## src/rtl/frame_burst_writer_pkg.sv

```systemverilog
// Shared definitions for the SDRAM write-side frame mover.
// State encodings stay as plain constants so legacy code can compare against them.
package frame_burst_writer_pkg;

    localparam int unsigned STATE_BITS = 3;

    localparam logic [STATE_BITS-1:0] S_IDLE      = 3'd0;
    localparam logic [STATE_BITS-1:0] S_ACK       = 3'd1;
    localparam logic [STATE_BITS-1:0] S_WAIT_FIFO = 3'd2;
    localparam logic [STATE_BITS-1:0] S_BURST     = 3'd3;
    localparam logic [STATE_BITS-1:0] S_BURST_END = 3'd4;

endpackage

```

## src/rtl/frame_burst_writer.sv

```systemverilog
// Drains the producer FIFO into SDRAM as fixed-size write bursts until the
// requested frame length is stored; the last burst carries the remainder.
module frame_burst_writer
    import frame_burst_writer_pkg::*;
#(
    parameter int MEM_DATA_BITS   = 16,
    parameter int ADDR_BITS       = 24,
    parameter int BURST_BITS      = 10,
    parameter int BURST_SIZE      = 128,
    parameter int FIFO_COUNT_BITS = 10
) (
    input  logic                       clk,
    input  logic                       rst_n,
    input  logic                       write_req,
    output logic                       write_req_ack,
    input  logic [ADDR_BITS-1:0]       write_addr,
    input  logic [ADDR_BITS-1:0]       write_len,
    output logic                       write_finish,
    output logic                       fifo_aclr,
    input  logic [FIFO_COUNT_BITS-1:0] fifo_rd_data_count,
    output logic                       fifo_rd_en,
    input  logic [MEM_DATA_BITS-1:0]   fifo_dout,
    output logic                       wr_burst_req,
    output logic [BURST_BITS-1:0]      wr_burst_len,
    output logic [ADDR_BITS-1:0]       wr_burst_addr,
    output logic [MEM_DATA_BITS-1:0]   wr_burst_data,
    input  logic                       wr_burst_data_req,
    input  logic                       wr_burst_finish
);

    logic [STATE_BITS-1:0]  r_state;
    logic [ADDR_BITS-1:0]   r_cur_addr;
    logic [ADDR_BITS-1:0]   r_remaining;
    logic                   r_ack;
    logic                   r_finish;
    logic                   r_burst_req;
    logic [BURST_BITS-1:0]  r_burst_len;
    logic [ADDR_BITS-1:0]   r_burst_addr;

    logic [BURST_BITS-1:0]  w_this_len;
    logic                   w_fifo_ready;
    logic [ADDR_BITS-1:0]   w_next_remaining;
    logic [ADDR_BITS-1:0]   w_next_addr;

    always_comb begin
        w_this_len = BURST_BITS'(BURST_SIZE);
        if (r_remaining < ADDR_BITS'(BURST_SIZE))
            w_this_len = BURST_BITS'(r_remaining);
    end

    // Both sides zero-extended so FIFO and burst widths may differ freely.
    assign w_fifo_ready     = (32'(fifo_rd_data_count) >= 32'(w_this_len));
    assign w_next_remaining = r_remaining - ADDR_BITS'(r_burst_len);
    assign w_next_addr      = r_cur_addr + ADDR_BITS'(r_burst_len);

    always_ff @(posedge clk or negedge rst_n) begin
        if (!rst_n) begin
            r_state      <= S_IDLE;
            r_cur_addr   <= '0;
            r_remaining  <= '0;
            r_ack        <= 1'b0;
            r_finish     <= 1'b0;
            r_burst_req  <= 1'b0;
            r_burst_len  <= '0;
            r_burst_addr <= '0;
        end else begin
            r_finish <= 1'b0;
            case (r_state)
                S_IDLE: begin
                    if (write_req) begin
                        r_cur_addr  <= write_addr;
                        r_remaining <= write_len;
                        r_ack       <= 1'b1;
                        r_state     <= S_ACK;
                    end
                end
                S_ACK: begin
                    if (!write_req) begin
                        r_ack <= 1'b0;
                        if (r_remaining != '0) begin
                            r_state <= S_WAIT_FIFO;
                        end else begin
                            r_finish <= 1'b1;
                            r_state  <= S_IDLE;
                        end
                    end
                end
                S_WAIT_FIFO: begin
                    if (w_fifo_ready) begin
                        r_burst_len  <= w_this_len;
                        r_burst_addr <= r_cur_addr;
                        r_burst_req  <= 1'b1;
                        r_state      <= S_BURST;
                    end
                end
                S_BURST: begin
                    if (wr_burst_finish) begin
                        r_burst_req <= 1'b0;
                        r_state     <= S_BURST_END;
                    end
                end
                S_BURST_END: begin
                    r_cur_addr  <= w_next_addr;
                    r_remaining <= w_next_remaining;
                    if (w_next_remaining != '0) begin
                        r_state <= S_WAIT_FIFO;
                    end else begin
                        r_finish <= 1'b1;
                        r_state  <= S_IDLE;
                    end
                end
                default: begin
                    r_ack       <= 1'b0;
                    r_burst_req <= 1'b0;
                    r_state     <= S_IDLE;
                end
            endcase
        end
    end

    assign write_req_ack = r_ack;
    assign fifo_aclr     = r_ack;
    assign write_finish  = r_finish;
    assign wr_burst_req  = r_burst_req;
    assign wr_burst_len  = r_burst_len;
    assign wr_burst_addr = r_burst_addr;
    // FIFO reads are gated by state so a stray core request never drains it.
    assign fifo_rd_en    = wr_burst_data_req && (r_state == S_BURST);
    assign wr_burst_data = fifo_dout;

endmodule

```

## config.mk

```make
export PLATFORM = sky130hd
export DESIGN_NAME = frame_burst_writer
export DESIGN_NICKNAME = d
export VERILOG_FILES = /design/src/rtl/frame_burst_writer_pkg.sv /design/src/rtl/frame_burst_writer.sv
export SDC_FILE = /design/constraint.sdc
export NUM_CORES = 1
export LEC_CHECK = 0
export CORE_UTILIZATION = 52
export CTS_BUF_LIST = sky130_fd_sc_hd__clkbuf_4
export DETAILED_ROUTE_END_ITERATION = 10
export PLACE_DENSITY_LB_ADDON = 0.2
export SYNTH_ARGS = -nofsm -noshare
export SYNTH_HDL_FRONTEND = slang
export SYNTH_SLANG_ARGS = --single-unit
```

## constraint.sdc

```tcl
create_clock -name clk -period 4.8 [get_ports clk]
set_clock_uncertainty 0.15 [all_clocks]
set_input_delay 0.96 -clock clk [delete_from_list [all_inputs] [get_ports clk]]
set_output_delay 0.96 -clock clk [all_outputs]
set_load 0.02 [all_outputs]
```

Word level (Yosys, flattened, before mapping)
Index checks and enable logic that the tools add are counted.
{"block": "classes", "magnitude_cmp": 2, "addsub": 2, "reduce_logical": 12, "n_eq_ne": 8, "muxes": 22, "bitwise_logic": 2}
{"cell": "one-hot mux 24 bit (2 select lines)", "n": 2}
{"cell": "2-to-1 mux 24 bit", "n": 2}
{"cell": "nonzero test 24 bit", "n": 2}
{"cell": "adder 24 x 10 -> 24 bit", "n": 1}
{"cell": "less-than comparator 24 x 8 -> 1 bit, second input constant", "n": 1}
{"cell": "subtractor 24 x 10 -> 24 bit", "n": 1}
{"cell": "one-hot mux 3 bit (5 select lines)", "n": 1}
{"cell": "2-to-1 mux 3 bit", "n": 4}
{"cell": "greater-or-equal comparator 10 bit", "n": 1}
{"cell": "2-to-1 mux 10 bit", "n": 1}
{"cell": "!= test 2 bit, second input constant", "n": 4}
{"cell": "2-to-1 mux 1 bit", "n": 7}
{"cell": "equality test 3 x 2 -> 1 bit, second input constant", "n": 2}
{"cell": "one-hot mux 1 bit (3 select lines)", "n": 2}
{"cell": "AND reduction 3 bit", "n": 2}
{"cell": "OR reduction 3 bit", "n": 2}
{"cell": "2-to-1 mux 2 bit", "n": 2}
{"cell": "AND reduction 2 bit", "n": 2}
{"cell": "AND reduction 4 bit", "n": 1}
{"cell": "equality test 3 x 1 -> 1 bit, second input constant", "n": 1}
{"cell": "equality test 3 bit, second input constant", "n": 1}
{"cell": "logical NOT 3 bit", "n": 1}
{"cell": "NOT 1 bit", "n": 2}
{"cell": "one-hot mux 1 bit (2 select lines)", "n": 1}
{"cell": "other kinds (2)", "n": 2}
{"block": "word_totals", "regBits": 88, "out_inout_bits": 55, "inputBits": 79}

Longest topological paths before layout
Gate-level depths: netlist of the first run.
{"block": "depth", "depth_word": 5, "depth_mapped": 15}

Worst setup path before layout of the first run
No wires, ideal clock.
{"block": "synth_path", "path_type": "reg-to-reg", "from": "register r_remaining[21]", "to": "register r_burst_addr[0] (netlist: wr_burst_addr[0])", "synth_period_minus_slack_ps": 3783, "path_stages_with_launch": 13, "required_ps": 4525, "t_arrival_ps": 3509, "setup_slack_ps": 1017, "cell_sequence": "dfrtp_1 > or3_1 > or4_1 > nor2_1 > nand2_1 > ha_1 > a21o_1 > a21o_1 > a211oi_1 > o21bai_1 > a31oi_2 > buf_2 > mux2_2"}
{"block": "synth_between", "elab_chain_len": 4}
{"item": "start, declared", "line_no": "frame_burst_writer.sv:33", "text": "logic [ADDR_BITS-1:0] r_remaining;"}
{"item": "start signal, assigned", "line_no": "frame_burst_writer.sv:72", "text": "r_remaining <= write_len;"}
{"item": "start signal, assigned", "line_no": "frame_burst_writer.sv:104", "text": "r_remaining <= w_next_remaining;"}
{"item": "less-than comparator 24 x 8 -> 1 bit", "line_no": "frame_burst_writer.sv:47", "text": "if (r_remaining < ADDR_BITS'(BURST_SIZE))"}
{"item": "2-to-1 mux 10 bit", "line_no": "frame_burst_writer.sv:47"}
{"item": "greater-or-equal comparator 10 bit", "line_no": "frame_burst_writer.sv:52", "text": "assign w_fifo_ready = (32'(fifo_rd_data_count) >= 32'(w_this_len));"}
{"item": "AND reduction 2 bit (no source line)"}
{"item": "end signal, assigned", "line_no": "frame_burst_writer.sv:91", "text": "r_burst_addr <= r_cur_addr;"}
{"item": "end, declared", "line_no": "frame_burst_writer.sv:38", "text": "logic [ADDR_BITS-1:0] r_burst_addr;"}
No other way between the ends.
A chain may end at the register's enable or synchronous reset.

Worst setup path in the final report of the first run
{"block": "layout_path", "from": "register r_remaining[21]", "to": "register r_burst_addr[6] (netlist: wr_burst_addr[6])"}
Same word-level chain as after synthesis.

==> summary.md, run 1 <==
| Metric | Value |
|---|---|
| Antenna-violating nets left | 0 |
| I/O Buffers | around 100 |
| Clk_lat worst skew | ~0.44 ns |
| Synth area leader | dfrtp_1 |
| Worst-path clk slew | around 0.14 ns |
| Status | completed |
| DR vias | roughly 5000 |
| Final setup margin | 0.618 ns |
| Gr ovfl total | 0 |
| Layout Area Growth over Synthesis | 21.2% |
| DRC Markers | 0 |
| Hpwl dp | roughly 11000 microns |
| Final min period | between 4 and 5 ns |
| Die X-Extent | between 100 and 150 microns |
| Initial Utilization | 0.539 |
| Critical Path AT | ~4.4 ns |
| Core area | around 10000 sq um |
| CP Launch Type | register |
| Synth Area per Inst | 9.11 sq um |
| Top cells by area, synth | dfrtp_1 (39%), ha_1 (6.7%), mux2_2 (4.4%), nor2_1 (4.3%), o21ai_0 (4.0%) |
| N_diodes | 0 |
| Initial antenna violation count | 0 |
| Hold crit path type | register to register |
| Setup crit end | wr_burst_addr[6] |
| GP Congestion | slightly below 1 |
| CP Launch Point | r_remaining[21] |
| Netlist cell types | 67 |
| Setup_tns | 0 ns |
| All-Layer GR Usage | 0.282 |
| TritonCTS clock tree | yes |
| Max-cap violations | 0 |
| Number of buffers on the longest clock path | 2 |
| CTS resizes | 0 |
| Vias in the first global route | roughly 4900 |
| # H-tree levels | 3 |
| Start of the worst register-to-register path | r_remaining[21] |
| Met3 Track Usage GR | 0.0411 |
| Die H | about 110 microns |
| Worst setup EP type | register |
| Post-CTS Hold Fix Bufs | 0 |
| Post-Synthesis Cell Area | 5620 sq um |
| CP Max Fanout | 16 |
| Met1 usage | 0.363 |
| Worst Setup Path Type | register to register |
| Initial drt markers | around 220 |
| Final hold violations | 0 |
| Area share of the largest cell type after synthesis | 0.392 |
| Post-synthesis sequential area ratio | 0.392 |
| # clock sinks | between 80 and 90 |
| Synth Register Bits | just under 90 |
| DRT Wirelength | between 15000 and 20000 microns |
| P per Cell Area | just over 600 nW/um^2 |
| Drt pass-1 iters | 5 |
| CTS Root Cell | clkbuf_4 |
| Critical Path RT | around 5 ns |
| Static Leak | about 2.8 nW |
| Total CTS buffers | 9 |
| # IOs | roughly 130 |
| Dpl ws | 0.659 ns |
| Worst reg-to-reg path cell count | 12 |
| Largest net degree at the start of global routing | 71 |
| Worst slew margin | 0.320 |
| Syn Inst Count | 617 |
| Layout cells sized above 1 | 0.0891 |
| Most Crowded Layer GR | met2 |
| Worst-margin pin slew | 1.02 ns |
| Number of enable flip-flop cells after synthesis | 0 |
| First-pass GRT wire length | between 20000 and 25000 microns |
| Met2 Usage GRT | 0.483 |
| Highest clock rate | around 0.24 GHz |
| Final Max Slew Viols | 0 |
| Site row count | 37 |
| Layout fillers | slightly below 900 |
| Full die area | 11200 sq um |
| Setup-failing EPs final | 0 |
| Post-CTS setup buffers | 0 |
| DR vias/cell | 6.06 |
| Top FF cell, synth | dfrtp_1 |
| Yosys warnings | 0 |
| R2r setup slk | just over 0.6 ns |
| Nets | roughly 800 |
| Crit share post-route | 0.871 |
| RSZ-0062 raised after global routing | false |
| VDD IR max | ~0.27 mV |
| FFs w/ async S/R, synth | 1.00 |
| FF-to-FF End | wr_burst_addr[6] |
| WL/cell | 18.1 microns |
## cells in the mapped netlist, types with 4 or more instances
cell	instances
o22ai_1	11
and2_1	9
a31oi_1	4
nand4_1	4
o211ai_1	5
o221a_2	4
o21ai_0	45
nor4_1	9
a311oi_1	9
nand2_1	57
xnor2_1	9
clkbuf_1	27
nand3_1	10
a22oi_1	9
o2111ai_1	6
dfrtp_1	88
a211oi_1	11
a21o_1	12
o21a_1	6
o32ai_1	4
inv_1	20
nor2b_1	7
nor2_1	64
and3_1	7
a21oi_1	31
buf_4	17
nand2b_1	5
mux2_2	22
nor3_1	9
ha_1	30
xor2_1	7
## worst min-delay path by stage
stage / startpoint / end / slack (ns) / depth (start not counted)
floorplan: r_cur_addr[2] / r_cur_addr[2] / 0.34 / 2
global placement: wr_burst_addr[11] / wr_burst_addr[11] / 0.31 / 2
detailed placement: wr_burst_addr[19] / wr_burst_addr[19] / 0.33 / 2
CTS: wr_burst_addr[11] / wr_burst_addr[11] / 0.36 / 2
global route: wr_burst_addr[19] / wr_burst_addr[19] / 0.39 / 2
finish: wr_burst_addr[11] / wr_burst_addr[11] / 0.35 / 2
## sequential cells by signal, summed over array words and instances, names as in the netlist
| register | cells |
|---|---|
| fifo_aclr | 1 |
| r_cur_addr | 24 |
| r_remaining | 24 |
| r_state | 3 |
| wr_burst_addr | 24 |
| wr_burst_len | 10 |
| wr_burst_req | 1 |
| write_finish | 1 |
## critical path, stage by stage (launching register included)
cell and delay (ns):
dfrtp_1 0.45, or3_1 0.43, or4_1 0.45, nor2_1 0.43, nand2_1 0.15, ha_1 0.29
a21o_1 0.15, a21o_1 0.18, a211oi_1 0.24, o21bai_1 0.16, a31oi_4 0.42, buf_4 0.25
mux2_2 0.34
## cell families after synthesis
kind of cell / share of synthesized area
simple gates: 0.176
compound gates: 0.228
flops: 0.392
buf+inv: 0.0568
fa+ha+maj: 0.0739
mux: 0.0477
xor+xnor: 0.0249
other cells: 0.000668
## per-layer routing
layer  up-vias  part of all wire  wire length, microns
li1       2419                 -                     -
met1      2413              0.43                  6500
met2       175              0.49                  7420
met3        34             0.053                   795
met4         0             0.023                   351
met5         -                 0                     0
## placed cells by master, fill, tap and decap left out, types with 4 or more instances in the layout
| cell type | instances |
|---|---|
| clkdlybuf4s50_1 | 100 |
| dfrtp_1 | 88 |
| nor2_1 | 63 |
| nand2_1 | 57 |
| o21ai_0 | 45 |
| a21oi_1 | 31 |
| ha_1 | 30 |
| mux2_2 | 22 |
| inv_1 | 20 |
| a21o_1 | 12 |
| a211oi_1 | 11 |
| o22ai_1 | 11 |
| nand3_1 | 10 |
| nor3_1 | 9 |
| and2_1 | 9 |
| nor4_1 | 9 |
| a311oi_1 | 9 |
| xnor2_1 | 9 |
| a22oi_1 | 9 |
| clkbuf_4 | 9 |
| buf_4 | 8 |
| and3_1 | 7 |
| xor2_1 | 7 |
| nor2b_1 | 7 |
| o21a_1 | 6 |
| o2111ai_1 | 6 |
| nand2b_1 | 5 |
| o211ai_1 | 5 |
| nand4_1 | 4 |
| a31oi_1 | 4 |
| o32ai_1 | 4 |
| o221a_2 | 4 |
## area by class of cell
class,count,area [sq um],share of cell area
Multi-Input combinational cell,463,3110,0.457
Sequential cell,88,2200,0.323
Timing Repair Buffer,109,1080,0.159
Tap cell,136,170,0.0250
Clock inverter,7,101,0.0149
Inverter,20,75.1,0.0110
Clock buffer,9,67.6,0.00992
## through the flow
step | hold WS [ns] | power, W | utilization | instance area, sq um | instances
floorplan | 0.339 | 0.00289 | - | 5620 | 618
global placement | 0.312 | 0.00356 | 0.637 | 6640 | 816
detailed placement | 0.329 | 0.00363 | 0.637 | 6640 | 816
CTS | 0.360 | 0.00413 | 0.654 | 6810 | 832
global route | 0.389 | 0.00445 | 0.654 | 6810 | 832
finish | 0.351 | 0.00414 | 0.654 | 6810 | 832
## where the power goes
group          switching [W]  total [W]  internal, W
clock network       0.000278   0.000497     0.000218
logic                0.00121    0.00221      0.00100
registers           0.000362    0.00143      0.00107
total                0.00185    0.00414      0.00229
Power figures use the tool's default switching activity.
==> inputs of run 2 (changes only) <==
Settings changed: CAP_MARGIN from default to 5, CORE_MARGIN from default to 2.
==> summary.md, run 2 (synthesis results as in run 1) <==
| Metric | Value |
|---|---|
| Number of buffers on the longest clock path | 2 |
| Site row count | 37 |
| CP Launch Type | register |
| Most frequent cells in the layout | clkdlybuf4s50_1 (100), dfrtp_1 (88), nor2_1 (63) |
| CTS resizes | 0 |
| Final hold violations | 0 |
| First-pass GRT wire length | between 20000 and 30000 microns |
| P per Cell Area | between 600 and 700 nW/um^2 |
| Initial antenna violation count | 0 |
| TritonCTS clock tree | yes |
| VDD IR max | 0.338 mV |
| Highest clock rate | roughly 0.26 GHz |
| Hpwl dp | roughly 11000 microns |
| Core area | between 10000 and 15000 sq um |
| Final Max Slew Viols | 0 |
| Setup-failing EPs final | 0 |
| N_diodes | 0 |
| # IOs | roughly 130 |
| I/O Buffers | a little over 100 |
| Worst-margin pin slew | around 1.2 ns |
| Slowest cell on crit path | dfrtp_1 |
| Die X-Extent | between 100 and 150 microns |
| Setup_tns | 0 ns |
| Post-CTS setup buffers | 0 |
| Design Power | slightly above 0.004 W |
| CP Max Fanout | 45 |
| Delay of the slowest cell on the worst path | 0.46 ns |
| Critical Path AT | a little over 4 ns |
| Layout fillers | around 880 |
| DR vias | around 5100 |
| Gr ovfl total | 0 |
| Hold crit path type | register to register |
| Largest net degree at the start of global routing | 59 |
| Worst-path clk slew | 0.15 ns |
| Full die area | between 10000 and 15000 sq um |
| Nets | 802 |
| Layout cells sized above 1 | 0.0905 |
| Total CTS buffers | 9 |
| Layout Area Growth over Synthesis | 20.5% |
| Placed Instance Area | around 6600 sq um |
| Clk_lat worst skew | 0.46 ns |
| CTS Root Cell | clkbuf_4 |
| Die H | approximately 110 microns |
| WHS | about 0.35 ns |
| Status | completed |
| DRT Wirelength | ~16000 microns |
| RSZ-0062 raised after global routing | false |
| Max-cap violations | 0 |
| # H-tree levels | 3 |
| Crit share post-route | 0.802 |
| # clock sinks | 88 |
| All-Layer GR Usage | 0.281 |
| Antenna-violating nets left | 0 |
| WL/cell | between 15 and 20 microns |
| Drt pass-1 iters | 5 |
| DRC Markers | 0 |
| Worst slew margin | 0.214 |
| Post-CTS Hold Fix Bufs | 0 |
| Static Leak | approximately 2.8 nW |
| Worst Setup Path Type | register to register |
| Commonest non-fill, non-tap cell in the layout | clkdlybuf4s50_1 |
| Design area | just under 7000 sq um |
| GP Congestion | between 0.9 and 1 |
| Crit-path cells | or3_1, or4_1, nor3_1, ha_1, nand2b_1, a21o_1, a21o_1, a211oi_1, o21bai_1, a31oi_4, buf_12, mux2_2 |
| Critical Path RT | approximately 5 ns |
| Vias in the first global route | between 5000 and 6000 |
| Initial drt markers | around 310 |
| Most frequent CP cell | a21o_1 |
| Worst setup EP type | register |
| Initial Utilization | 0.539 |
| Final min period | slightly below 4 ns |
| DR vias/cell | between 6 and 7 |
## run 2: final timing paths
check / cells past startpoint / slack (ns) / start / to
max: 12 / 0.95 / r_remaining[21] / wr_burst_addr[6]
min: 2 / 0.35 / wr_burst_addr[1] / wr_burst_addr[1]
max reg2reg: 12 / 0.95 / r_remaining[21] / wr_burst_addr[6]
min reg2reg: 2 / 0.35 / wr_burst_addr[1] / wr_burst_addr[1]
max in group asynchronous: 2 / 3.21 / rst_n / wr_burst_req
min in group asynchronous: 1 / 0.40 / rst_n / wr_burst_addr[1]
## run 2: area by class of cell
cell class,instances,area [sq um],area share
clock inverter,7,62.6,0.00924
timing repair buffer,109,1080,0.160
tap,136,170,0.0251
inverter,20,75.1,0.0111
sequential,88,2200,0.325
multi-input combinational,463,3110,0.460
clock buffer,9,67.6,0.00998
## run 2: per-stage QoR
step / cells / setup WS, ns / utilization
floorplan: 618 / 1.02 / -
global placement: 816 / 1.08 / 0.637
global route: 832 / 0.758 / 0.650
detailed placement: 816 / 1.04 / 0.637
finish: 832 / 0.951 / 0.650
CTS: 832 / 0.934 / 0.650
## run 2: critical path: cells and delay by family (launching register included)
family | cells | cell delay, ns
compound gates | 5 | 0.97
simple gates | 4 | 1.27
flops | 1 | 0.46
buf+inv | 1 | 0.25
fa+ha+maj | 1 | 0.28
mux | 1 | 0.36
## run 2: power by group
part           internal, W  total, W  switching (W)  leakage, nW
Combinational      0.00100   0.00222        0.00122         1.65
Clock             0.000116  0.000417       0.000301       0.0626
Sequential         0.00107   0.00145       0.000381         1.05
Total              0.00219   0.00408        0.00190         2.77
## run 2: routing by layer
layer | global-route usage | wire length (microns) | up-vias | share of wire
met3 | 0.0374 | 985 | 24 | 0.063
met2 | 0.497 | 8000 | 216 | 0.51
met4 | 0.109 | 332 | 0 | 0.021
met5 | 0 | 0 | - | 0
met1 | 0.350 | 6420 | 2445 | 0.41
li1 | - | - | 2420 | -
==> inputs of run 3 (changes only) <==
Settings changed: CORE_UTILIZATION 52 to 47.
Clock period 4.8 ns to 3.3 ns, I/O delays scaled along.
==> summary.md, run 3 (synthesis results as in run 1) <==
| Metric | Value |
|---|---|
| Status | complete, but fails checks |
| Failing checks | setup timing |
| Critical Path AT | 3.75 ns |
| Die X-Extent | 113 microns |
| RSZ-0062 raised after global routing | true |
| # IOs | 134 |
| FF-to-FF End | wr_burst_addr[15] |
| # clock sinks | approximately 90 |
| Antenna-violating nets left | 0 |
| Final hold violations | 0 |
| Layout fillers | 979 |
| Initial Utilization | 0.486 |
| Fin util | 0.642 |
| Final min period | 3.54 ns |
| Static Leak | roughly 3.1 nW |
| DRC Markers | 0 |
| Clk_lat worst skew | around 0.46 ns |
| Start of the worst register-to-register path | r_remaining[21] |
| Worst reg-to-reg path cell count | 13 |
| Hpwl dp | around 12000 microns |
| P per Cell Area | 874 nW/um^2 |
| Nets | 856 |
| Placed Instance Area | between 7000 and 8000 sq um |
| Drt pass-1 iters | 5 |
| R2r setup slk | -0.24 ns |
| Setup-failing EPs final | 35 |
| CTS Root Cell | clkbuf_4 |
| Core area | around 12000 sq um |
| Highest clock rate | around 0.28 GHz |
| Worst-path clk slew | around 0.15 ns |
| Crit share post-route | 1.07 |
| Total CTS buffers | 9 |
| GP Congestion | between 0.9 and 1 |
| # H-tree levels | 3 |
| Dpl ws | -0.307 ns |
| Placed cell count | roughly 870 |
| Worst setup EP type | register |
| Final setup margin | -0.235 ns |
| Number of buffers on the longest clock path | 2 |
| DR vias | ~5300 |
| Layout cells sized above 1 | 0.183 |
| VDD IR max | approximately 0.45 mV |
| Worst Setup Path Type | register to register |
| CP Max Fanout | 7 |
| TritonCTS clock tree | yes |
| Final Max Slew Viols | 0 |
| DR vias/cell | about 6.0 |
| Gr ovfl total | 0 |
| Largest net degree at the start of global routing | 88 |
| N_diodes | 0 |
| Initial drt markers | about 280 |
| Vias in the first global route | between 5000 and 6000 |
| Hold crit path type | input port to asynchronous set/reset pin |
| Most frequent cells in the layout | clkdlybuf4s50_1 (100), dfrtp_1 (88), nor2_1 (62) |
| Design area | between 7000 and 8000 sq um |
| CP Launch Type | register |
| First-pass GRT wire length | 27400 microns |
| Initial antenna violation count | 0 |
| Site row count | 39 |
| Layout Area Growth over Synthesis | 32.2% |
| DRT Wirelength | about 17000 microns |
| Die H | approximately 110 microns |
| Commonest non-fill, non-tap cell in the layout | clkdlybuf4s50_1 |
| I/O Buffers | 101 |
| Non-filler cells, final | 892 |
| Critical Path RT | around 3.5 ns |
| Full die area | 12800 sq um |
| All-Layer GR Usage | 0.270 |
| WL/cell | 19.0 microns |
| Max-cap violations | 0 |
## run 3: cell count changes in the layout (fill, tap and decap cells not counted), sizes merged
| cell | change |
|---|---|
| clkinvlp | -1 |
| buf | +53 |
| clkinv | -1 |
| dlygate4sd3 | +1 |
| inv | -1 |
| bufinv | +2 |
## run 3: worst max-delay path by stage
stage / from / endpoint / slack [ns] / depth (start not counted)
final: r_remaining[21] / wr_burst_addr[15] / -0.24 / 13
after global routing: r_remaining[21] / wr_burst_addr[15] / -0.39 / 13
after CTS: r_remaining[21] / wr_burst_addr[10] / -0.30 / 13
after detailed placement: r_remaining[21] / wr_burst_addr[10] / -0.31 / 12
after global placement: r_remaining[21] / wr_burst_addr[12] / -0.18 / 12
after floorplan: r_remaining[21] / wr_burst_addr[0] / -0.17 / 12
## run 3: worst max-delay path, stage by stage, from the launching register on
cell      delay, ns
dfrtp_1        0.40
or3_4          0.39
or4_4          0.46
nor3_4         0.15
ha_1           0.25
nand2b_4       0.13
a21o_1         0.17
a21o_1         0.18
a211oi_2       0.20
o21bai_2       0.13
a31oi_4        0.24
buf_6          0.15
buf_16         0.13
mux2_4         0.30
## run 3: cell type report
class | instances | area (sq um) | share of cell area
tap | 143 | 179 | 0.0241
clock inverter | 6 | 92.6 | 0.0125
multi-input combinational | 463 | 3250 | 0.438
sequential | 88 | 2200 | 0.296
timing repair buffer | 163 | 1560 | 0.210
inverter | 20 | 75.1 | 0.0101
clock buffer | 9 | 67.6 | 0.00909
## run 3: per-layer routing
| metal | share of wire | GRT usage | vias up | wire length [microns] |
|---|---|---|---|---|
| li1 | - | - | 2523 | - |
| met1 | 0.43 | 0.339 | 2610 | 7220 |
| met2 | 0.50 | 0.467 | 174 | 8440 |
| met3 | 0.053 | 0.0573 | 37 | 903 |
| met4 | 0.023 | 0.0854 | 0 | 390 |
| met5 | 0 | 0 | - | 0 |
## run 3: through the flow
stage / total power, W / hold WS [ns] / setup TNS, ns
floorplan: 0.00423 / 0.214 / -3.60
finish: 0.00649 / 0.350 / -5.95
detailed placement: 0.00560 / 0.304 / -8.36
CTS: 0.00644 / 0.322 / -8.27
global placement: 0.00547 / 0.304 / -4.62
global route: 0.00695 / 0.324 / -11.61
## run 3: power breakdown
part | switching (W) | internal (W) | total [W]
Sequential | 0.000465 | 0.00156 | 0.00202
Clock | 0.000394 | 0.000308 | 0.000702
Combinational | 0.00199 | 0.00177 | 0.00377
## run 3: timing repair
item | in CTS | in global routing
setup endpoints to repair | 35 | 40
endpoints found under the hold margin | 1 | 0
pin swaps | 2 | 4
hold buffers | 1 | 0
cloned | 2 | 0
resized for setup | 24 | 17
buffers inserted | 7 | 2
